**src/rtl/axis_arb_pkg.sv**
```systemverilog
// Shared types and index-width helper for the AXI-stream packet arbiter.
package axis_arb_pkg;

  typedef enum logic {ARB_IDLE, ARB_PASS} arb_state_t;

  // A single source still needs a 1-bit index.
  function automatic int unsigned src_idx_w(input int unsigned n);
    return (n <= 1) ? 1 : $clog2(n);
  endfunction

  localparam int unsigned NUM_SRC_DEF = 4;
  localparam int unsigned SRC_IDX_W   = src_idx_w(NUM_SRC_DEF);

endpackage

```
**src/rtl/rr_priority_pick.sv**
```systemverilog
// Round-robin pick: first set request at or after ptr, wrapping modulo N.
module rr_priority_pick
  import axis_arb_pkg::*;
#(
  parameter int unsigned N = 4,
  parameter int unsigned W = src_idx_w(N)
) (
  input  logic [N-1:0] req,
  input  logic [W-1:0] ptr,
  output logic         any,
  output logic [W-1:0] idx
);

  localparam logic [W:0] N_W = N[W:0];

  logic [N-1:0] rot;
  logic [W:0]   off;
  logic [W:0]   sum;
  logic         found;

  // Rotating the doubled vector right by ptr puts req[ptr] at bit 0.
  always_comb begin
    rot   = N'({req, req} >> ptr);
    any   = |req;
    off   = '0;
    found = 1'b0;
    for (int unsigned i = 0; i < N; i++) begin
      if (!found && rot[i]) begin
        off   = i[W:0];
        found = 1'b1;
      end
    end
    sum = {1'b0, ptr} + off;
    if (sum >= N_W) sum = sum - N_W;
    idx = sum[W-1:0];
  end

endmodule

```
**src/rtl/axis_pkt_arbiter.sv**
```systemverilog
// Packet-level round-robin arbiter: grant locks on the first beat and
// releases only after the tlast beat is accepted.
module axis_pkt_arbiter
  import axis_arb_pkg::*;
#(
  parameter int unsigned NUM_SRC   = 4,
  parameter int unsigned AXI_WIDTH = 8
) (
  input  logic                           clk,
  input  logic                           rst,
  input  logic [NUM_SRC*AXI_WIDTH-1:0]   s_axis_data,
  input  logic [NUM_SRC-1:0]             s_axis_valid,
  input  logic [NUM_SRC-1:0]             s_axis_last,
  output logic [NUM_SRC-1:0]             s_axis_ready,
  output logic [AXI_WIDTH-1:0]           m_axis_data,
  output logic                           m_axis_valid,
  output logic                           m_axis_last,
  input  logic                           m_axis_ready,
  output logic [src_idx_w(NUM_SRC)-1:0]  grant_id,
  output logic                           busy
);

  localparam int unsigned IDX_W = src_idx_w(NUM_SRC);
  localparam logic [IDX_W-1:0] LAST_IDX = IDX_W'(NUM_SRC - 1);

  arb_state_t       state_q, state_d;
  logic [IDX_W-1:0] rr_ptr_q, rr_ptr_d;
  logic [IDX_W-1:0] grant_q, grant_d;
  logic             pick_any;
  logic [IDX_W-1:0] pick_idx;

  rr_priority_pick #(.N(NUM_SRC), .W(IDX_W)) u_pick (
    .req (s_axis_valid),
    .ptr (rr_ptr_q),
    .any (pick_any),
    .idx (pick_idx)
  );

  always_ff @(posedge clk or posedge rst) begin
    if (rst) begin
      state_q  <= ARB_IDLE;
      rr_ptr_q <= '0;
      grant_q  <= '0;
    end else begin
      state_q  <= state_d;
      rr_ptr_q <= rr_ptr_d;
      grant_q  <= grant_d;
    end
  end

  always_comb begin
    state_d      = state_q;
    rr_ptr_d     = rr_ptr_q;
    grant_d      = grant_q;
    s_axis_ready = '0;
    m_axis_data  = '0;
    m_axis_valid = 1'b0;
    m_axis_last  = 1'b0;
    case (state_q)
      ARB_IDLE: begin
        if (pick_any) begin
          grant_d = pick_idx;
          state_d = ARB_PASS;
        end
      end
      ARB_PASS: begin
        m_axis_data           = s_axis_data[grant_q*AXI_WIDTH +: AXI_WIDTH];
        m_axis_valid          = s_axis_valid[grant_q];
        m_axis_last           = s_axis_last[grant_q];
        s_axis_ready[grant_q] = m_axis_ready;
        if (m_axis_valid && m_axis_ready && m_axis_last) begin
          rr_ptr_d = (grant_q == LAST_IDX) ? '0 : grant_q + 1'b1;
          state_d  = ARB_IDLE;
        end
      end
      default: state_d = ARB_IDLE;
    endcase
  end

  assign grant_id = grant_q;
  assign busy     = (state_q == ARB_PASS);

endmodule
```
**config.mk**
```make
export PLATFORM = sky130hd
export DESIGN_NAME = axis_pkt_arbiter
export DESIGN_NICKNAME = d
export VERILOG_FILES = /design/src/rtl/axis_arb_pkg.sv /design/src/rtl/rr_priority_pick.sv /design/src/rtl/axis_pkt_arbiter.sv
export SDC_FILE = /design/constraint.sdc
export NUM_CORES = 1
export LEC_CHECK = 0
export CORE_MARGIN = 4
export CORE_UTILIZATION = 36
export CTS_CLUSTER_SIZE = 16
export DETAILED_ROUTE_END_ITERATION = 10
export PLACE_DENSITY_LB_ADDON = 0.05
export SYNTH_ARGS = -nofsm -noshare
export SYNTH_HDL_FRONTEND = slang
export SYNTH_SLANG_ARGS = --single-unit
```
**constraint.sdc**
```tcl
create_clock -name clk -period 3.6 [get_ports clk]
set_input_delay 0.72 -clock clk [delete_from_list [all_inputs] [get_ports clk]]
set_output_delay 0.72 -clock clk [all_outputs]
set_load 0.05 [all_outputs]
```
==> results of run 1 <==
power by group:
part | total, mW | internal (mW) | switching [mW]
logic | 0.868 | 0.399 | 0.469
clock network | 0.0636 | 0.0418 | 0.0218
registers | 0.185 | 0.0807 | 0.105
total | 1.12 | 0.522 | 0.595
placed cells by master (no fill, tap or decap), types with 2 or more instances in the layout:
| cell | netlist | layout |
|---|---|---|
| sky130_fd_sc_hd__o2111ai_1 | 3 | 3 |
| sky130_fd_sc_hd__nand2_1 | 7 | 7 |
| sky130_fd_sc_hd__buf_4 | 1 | 5 |
| sky130_fd_sc_hd__a21oi_1 | 2 | 2 |
| sky130_fd_sc_hd__and3_1 | 4 | 4 |
| sky130_fd_sc_hd__clkdlybuf4s50_1 | 0 | 59 |
| sky130_fd_sc_hd__clkbuf_4 | 0 | 3 |
| sky130_fd_sc_hd__and2_1 | 10 | 10 |
| sky130_fd_sc_hd__dfrtp_1 | 5 | 5 |
| sky130_fd_sc_hd__o31ai_1 | 2 | 2 |
| sky130_fd_sc_hd__ha_1 | 5 | 5 |
| sky130_fd_sc_hd__inv_1 | 5 | 5 |
| sky130_fd_sc_hd__mux4_2 | 9 | 9 |
| sky130_fd_sc_hd__nor2_1 | 6 | 6 |
metrics by stage:
stage / cells / cell area, um2 / worst slack, ns / util / total power [mW]
floorplan: 81 / 779 / 1.01 / - / 0.783
finish: 169 / 1430 / 0.246 / 0.716 / 1.12
CTS: 169 / 1430 / 0.240 / 0.716 / 1.14
detailed placement: 165 / 1410 / 0.250 / 0.703 / 1.07
global placement: 165 / 1410 / 0.270 / 0.703 / 1.06
global route: 169 / 1430 / 0.146 / 0.716 / 1.20
logic make-up after synthesis:
logic type / synth area share
flip-flops: 0.161
AO/OA/AOI/OAI: 0.103
buffers and inverters: 0.0690
adder cells (fa/ha/maj): 0.0803
XOR/XNOR: 0.0112
multiplexers: 0.327
AND/OR/NAND/NOR: 0.249
layer usage:
metal | routed length (um) | GRT usage | vias to the layer above
li1 | - | - | 429
met1 | 1010 | 0.210 | 397
met2 | 1200 | 0.359 | 34
met3 | 220 | 0.0409 | 4
met4 | 36 | 0.0498 | 0
met5 | 0 | 0 | -
how the worst max path moves through the flow:
stage / start / endpoint / slack, ns
after global routing: grant_id[0]$_DFFE_PP0P_ / m_axis_data[7] / 0.15
after global placement: s_axis_valid[3] / m_axis_valid / 0.27
after floorplan: grant_id[0]$_DFFE_PP0P_ / m_axis_data[0] / 1.01
final: s_axis_valid[3] / m_axis_valid / 0.25
after detailed placement: s_axis_valid[3] / m_axis_valid / 0.25
after CTS: s_axis_valid[3] / m_axis_valid / 0.24
final cells by class:
class / instances / area [um2]
inverter: 5 / 18.8
fill: 150 / 569
clock buffer: 4 / 26.3
multi-input combinational: 64 / 601
tap: 27 / 33.8
timing repair buffer: 64 / 628
sequential: 5 / 125
worst reg2reg max path: cells and delay by family (launching register included):
kind	cells	cell delay, ns
DFF	1	0.80
muxes	2	0.94
and+or+nand+nor	1	0.16
registers in the layout, indices dropped and copies added, names as in the netlist:
| register | cells |
|---|---|
| grant_id | 2 |
| rr_ptr_q | 2 |
| busy | 1 |
==> results.txt, run 1 <==
The share of final-layout standard cells stronger than drive strength 1 came out at 0.141. The hold buffer count at cts was 0; the first-pass iteration count of the detailed router was 4. The effective utilization at floorplan was 0.389; the leakage power was 0.581 nW.

By area the synthesized netlist is led by sky130_fd_sc_hd__mux4_2, sky130_fd_sc_hd__dfrtp_1, sky130_fd_sc_hd__and2_1. The initial antenna violation count is 0. Gates resized during post-CTS repair numbered 0. Walking the worst path, the cells encountered are clkdlybuf4s50_1 > mux4_2 > and2_1 > clkdlybuf4s50_1.

The logs give 0 for the antenna diode count and 60 for the number of top-level pins. Final setup skew: 0.00200 ns. Setup repair after global routing left no endpoint under its margin.

In the synthesized netlist the dominant register cell turns out to be sky130_fd_sc_hd__dfrtp_1. The tools report the endpoint of the lowest-slack register-to-register path as rr_ptr_q[1]$_DFFE_PP0P_. STA classifies the critical path endpoint as an output pin.

For the number of hold-slack violations in the final timing report, the log shows 0. After global routing the overflow that remains totals 0. The highest cell delay on the worst timing path came out at 0.69 ns.

The run gives 0.00297 mm2 as the total die area. The total number of vias was 864; the worst path buffer plus inverter count was 2. Via count of the first global-routing pass: 893. Average via count per standard cell: 5.11. The pin slew with the least headroom to its limit is 0.722 ns, and the routability congestion estimate is 0.773. The synthesized design contains 0 enable-type register cells.

STA puts the critical path data required time at 2.88 ns. TritonCTS built the clock tree. The final cycle utilization of the critical path is 0.932.

After clock tree synthesis, the clock-pin slew on the worst setup and hold paths is 0.04 ns. The logs give 2.63 ns for the data arrival time of the critical path and 16 for the number of placement rows. In the routed design, unresolved DRC markers number 0.

Clock tree buffer depth: 2. For the total of endpoints with negative setup slack in the final report, the log shows 0. The post-synthesis net count is 129, and the proportion of synthesized chip area in sequential cells is 0.161. Dividing the detail-routed wire length by the instance count gives 14.6 um. Of all nets on the critical path, the largest fanout is 7. The headroom to the max-slew limit was 0.519. The run finished with clean final reports.

The tools report the final total negative setup slack as 0 ns. The antenna violation net count after detailed routing is 0. The critical path runs through a total of 4 cells. Synthesis handed over a netlist of 81 instances. The routed design has 2470 um of wire.

Detailed placement ended at an HPWL of 2030 um. The netlist uses 31 different library cells. In this design, the critical path's most frequently occurring cell is sky130_fd_sc_hd__clkdlybuf4s50_1. The per-instance average area after synthesis was 9.62 um2. The synthesis-to-layout area growth was 83.8%.

The path type of the worst min-delay path is in2async. The count of H-tree levels built during CTS is 1, and the power per standard cell area is 780 mW/mm2. In the synthesized netlist, the cells that appear most often are sky130_fd_sc_hd__and2_1, sky130_fd_sc_hd__mux4_2, sky130_fd_sc_hd__nand2_1, sky130_fd_sc_hd__nor2_1. The yosys synthesis warning count was 0. The setup path with the least slack is of type in2out.

For the highest clock frequency the design can meet, the log shows 298 MHz. The number of setup buffers added after CTS is 0. Leading area contributor after synthesis: sky130_fd_sc_hd__mux4_2.

The count of buffers added on input and output ports is 59. The slowest cell on the critical path is sky130_fd_sc_hd__clkdlybuf4s50_1. On the final layout, the worst hold slack is 0.669 ns. The net count of the finished layout is 191.

The maximum number of pins on one net before global-route repair is 19, and the worst supply voltage drop on vdd is 0.585 mV. The worst setup path is launched from an input port. For the total of max-cap violations, the log shows 0. The clock reaches the later pin of the worst-skew pair after 0.24 ns.

The setup check on the worst reg-to-reg path leaves a slack of 1.59 ns. Counting cells, the worst reg-to-reg path comes to 3. Clock tree synthesis selected as its root buffer the cell sky130_fd_sc_hd__clkbuf_4. From bottom edge to top edge, the die measures 54.5 um.

The startpoint identified for the worst register-to-register timing path is grant_id[0]$_DFFE_PP0P_. The count of final max-slew check failures is 0. The number of buffers added by the clock tree synthesis step is 3. The mapped netlist covers 779 um2. The violation count after the first detailed-routing iteration was 8. In this run, synthesis produced a sequential element count of 5. The area share of the leading cell type in the synthesized netlist works out to 0.260. Among cell families on the critical path, the largest total delay comes from buffers and inverters. The core region is 0.00200 mm2.

Cell with the most instances after synthesis: sky130_fd_sc_hd__and2_1. The async set or reset register ratio after synthesis was 1.00. The first global-routing pass estimated 4080 um of wire. Final critical delay including setup and external delays: 3.35 ns. The total global-route track usage was 0.189; the TritonCTS sink count was 5. In this run the horizontal extent of the chip is 54.5 um.
(Power assumes the default switching activity.)
==> inputs of run 2 (changes only) <==
--- a/config.mk
+++ b/config.mk
@@ -10,6 +10,7 @@
 export CTS_CLUSTER_SIZE = 16
 export DETAILED_ROUTE_END_ITERATION = 10
 export PLACE_DENSITY_LB_ADDON = 0.05
+export RECOVER_POWER = 25
 export SYNTH_ARGS = -nofsm -noshare
 export SYNTH_HDL_FRONTEND = slang
 export SYNTH_SLANG_ARGS = --single-unit
==> run 2 against run 1 <==
Highest routed layer unchanged; critical endpoint unchanged; sequential power about the same; cell count stayed put; sequential cell count is the same; combinational power hardly changed; maximum frequency up 0.30%; global-route usage did not move; count of clock-buffer cells in the layout is the same.
==> results.txt, run 2 (synthesis gave the netlist of run 1 again) <==
TritonCTS built the clock tree. The logs give 8 (unchanged) for the violation count after the first detailed-routing iteration and 0 ns (unchanged) for the final total negative setup slack. The number of buffers added by the clock tree synthesis step was 3 (unchanged); the average via count per standard cell was 5.11 (about the same).

The run gives 0.00214 ns (was 0.00200 ns) as the final setup skew. The final critical delay including setup and external delays works out to 3.34 ns (was 3.35 ns). The type of origin of the critical path is an input port (unchanged).

The run gives 2460 um (was 2470 um) as the total detailed-routing wirelength. The total of endpoints with negative setup slack in the final report was 0 (unchanged); the synthesis-to-layout area growth was 83.0% (was 83.8%). The highest clock frequency the design can meet is 299 MHz (was 298 MHz). The count of final max-slew check failures was 0 (unchanged). The flow ran to the end, and the final reports show no timing, DRC or antenna violations. The via count of the first global-routing pass was 893 (unchanged). The width of the die is 54.5 um (unchanged). The logs give 0.24 ns (about the same) for the clock insertion delay at the later pin of the skew report and 5 (unchanged) for the TritonCTS sink count. The antenna violation net count after detailed routing is 0 (unchanged). For the first-pass iteration count of the detailed router, the log shows 4 (unchanged). The largest fanout on the critical path is 7 (unchanged). The run gives 4080 um (unchanged) as the wire length of the first global-routing pass. The logs give 0 (unchanged) for the number of buffers added for setup after CTS and 1 (unchanged) for the count of H-tree levels built during CTS. The non-filler instance count after layout is 169 (unchanged), and the final worst setup slack is 0.256 ns (was 0.246 ns).

The highest cell delay on the worst timing path was 0.69 ns (about the same); the worst supply voltage drop on vdd was 0.586 mV (was 0.585 mV). The slowest cell on the critical path is sky130_fd_sc_hd__clkdlybuf4s50_1 (unchanged). The run gives 0.00297 mm2 (unchanged) as the total die area. The worst path buffer plus inverter count works out to 2 (unchanged). Critical-path cell list: clkdlybuf4s50_1 > mux4_2 > and2_1 > clkdlybuf4s50_1 (unchanged). The clock tree buffer depth is 2 (unchanged). Worst hold margin: 0.690 ns (was 0.669 ns). The logs give 0 (unchanged) for the number of hold-slack violations in the final timing report and 2.88 ns (about the same) for the data required time at the worst endpoint.

The total number of vias is 863 (was 864), and the total of max-cap violations is 0 (unchanged). The minimum setup slack after placement was 0.250 ns (unchanged). The tools report the hold buffer count at cts as 0 (unchanged). The power per standard cell area came out at 780 mW/mm2 (about the same).

Cell chosen for the clock root: sky130_fd_sc_hd__clkbuf_4 (unchanged). The leakage power is 0.575 nW (was 0.581 nW). The tools report the number of filler instances in the final layout as 150 (unchanged). The clock input transition at the sequential cells of the worst setup and hold paths is 0.04 ns (about the same), and the initial antenna violation count is 0 (unchanged).

Setup repair after global routing left no endpoint under its margin. The detailed placement HPWL was 2030 um (unchanged). The headroom to the max-slew limit is 0.519 (about the same). For the net count of the finished layout, the log shows 191 (unchanged). The run gives 2.62 ns (was 2.63 ns) as the data arrival time of the critical path. The final cycle utilization of the critical path was 0.929 (was 0.932). The number of buffers added on ports works out to 59 (unchanged). The maximum number of pins on one net before global-route repair is 19 (unchanged).

The cell seen most often among critical-path stages was sky130_fd_sc_hd__clkdlybuf4s50_1 (unchanged). The share of final-layout standard cells stronger than drive strength 1 was 0.134 (was 0.141); the number of cells in the design after placement was 165 (unchanged). For the antenna diode count, the log shows 0 (unchanged).

The DRC violations left was 0 (unchanged); the pin slew with the least headroom to its limit was 0.722 ns (about the same). The logs give 0 (unchanged) for the quantity of gates resized following cts and 0.389 (unchanged) for the effective utilization at floorplan. Type of the setup path with the least slack: in2out (unchanged). The core region area was 0.00200 mm2 (unchanged). The most common library cell in the layout ignoring fill and taps was sky130_fd_sc_hd__clkdlybuf4s50_1 (unchanged). The total global-route track usage is 0.189 (unchanged). The dominant delay contributor by cell family on the critical path is buffers and inverters (unchanged). The path type of the worst min-delay path was reg2reg (was in2async). Commonest non-fill, non-tap cells in the layout: sky130_fd_sc_hd__clkdlybuf4s50_1, sky130_fd_sc_hd__and2_1, sky130_fd_sc_hd__mux4_2 (unchanged). The average routed wire per standard cell came out at 14.5 um (was 14.6 um).

The tools report the routability congestion estimate as 0.773 (unchanged). The number of top-level pins is 60 (unchanged). The critical path capture point type was an output pin (unchanged).

Die height: 54.5 um (unchanged). The logs give 16 (unchanged) for the number of placement rows and 0 (unchanged) for the final global-route overflow total.
run 2: changes by cell type in the layout (fill, tap and decap cells not counted):
cell                              before  now
sky130_fd_sc_hd__nand4_1               0    1
sky130_fd_sc_hd__dlygate4sd3_1         0    1
sky130_fd_sc_hd__clkdlybuf4s50_1      59   58
sky130_fd_sc_hd__nand4_2               1    0
run 2: path summary, 6_finish.rpt:
path,startpoint,endpoint,slack (ns),cells after the start
max in group asynchronous,rst,grant_id[0]$_DFFE_PP0P_,2.63,2
worst max-delay path,s_axis_valid[3],m_axis_valid,0.26,4
worst min register to register,rr_ptr_q[0]$_DFFE_PP0P_,rr_ptr_q[0]$_DFFE_PP0P_,0.69,2
min in group asynchronous,rst,grant_id[1]$_DFFE_PP0P_,0.81,2
worst max register to register,grant_id[0]$_DFFE_PP0P_,rr_ptr_q[1]$_DFFE_PP0P_,1.54,3
worst min-delay path,rr_ptr_q[0]$_DFFE_PP0P_,rr_ptr_q[0]$_DFFE_PP0P_,0.69,2
run 2: worst min-delay path, stage by stage, from the launching register on:
cell and delay, ns:
sky130_fd_sc_hd__dfrtp_1 0.48, sky130_fd_sc_hd__nand2_1 0.10, sky130_fd_sc_hd__o31ai_1 0.06
run 2: power breakdown:
group / leakage (nW) / internal [mW] / total (mW) / switching, mW
clock network: 0.0150 / 0.0418 / 0.0637 / 0.0219
registers: 0.0583 / 0.0807 / 0.184 / 0.103
logic: 0.502 / 0.398 / 0.865 / 0.467
run 2: metal layers:
metal / track usage / part of all wire / vias to the layer above
met4: 0.0498 / 0.015 / 0
met1: 0.210 / 0.40 / 397
met5: 0 / 0 / -
met3: 0.0409 / 0.089 / 4
met2: 0.359 / 0.49 / 34
li1: - / - / 428
run 2: final cells by class:
cell class / instances / area, um2 / share of cell area
well taps: 27 / 33.8 / 0.0237
repair buffers: 64 / 628 / 0.440
multi-input cells: 64 / 594 / 0.417
inverters: 5 / 18.8 / 0.0132
clock buffers: 4 / 26.3 / 0.0184
flip-flops and latches: 5 / 125 / 0.0877
run 2: through the flow:
step	util	power, mW	cell area, um2
after global placement	0.703	1.06	1410
after CTS	0.716	1.14	1430
after global routing	0.713	1.20	1430
after floorplan	-	0.783	779
final	0.713	1.11	1430
after detailed placement	0.703	1.07	1410
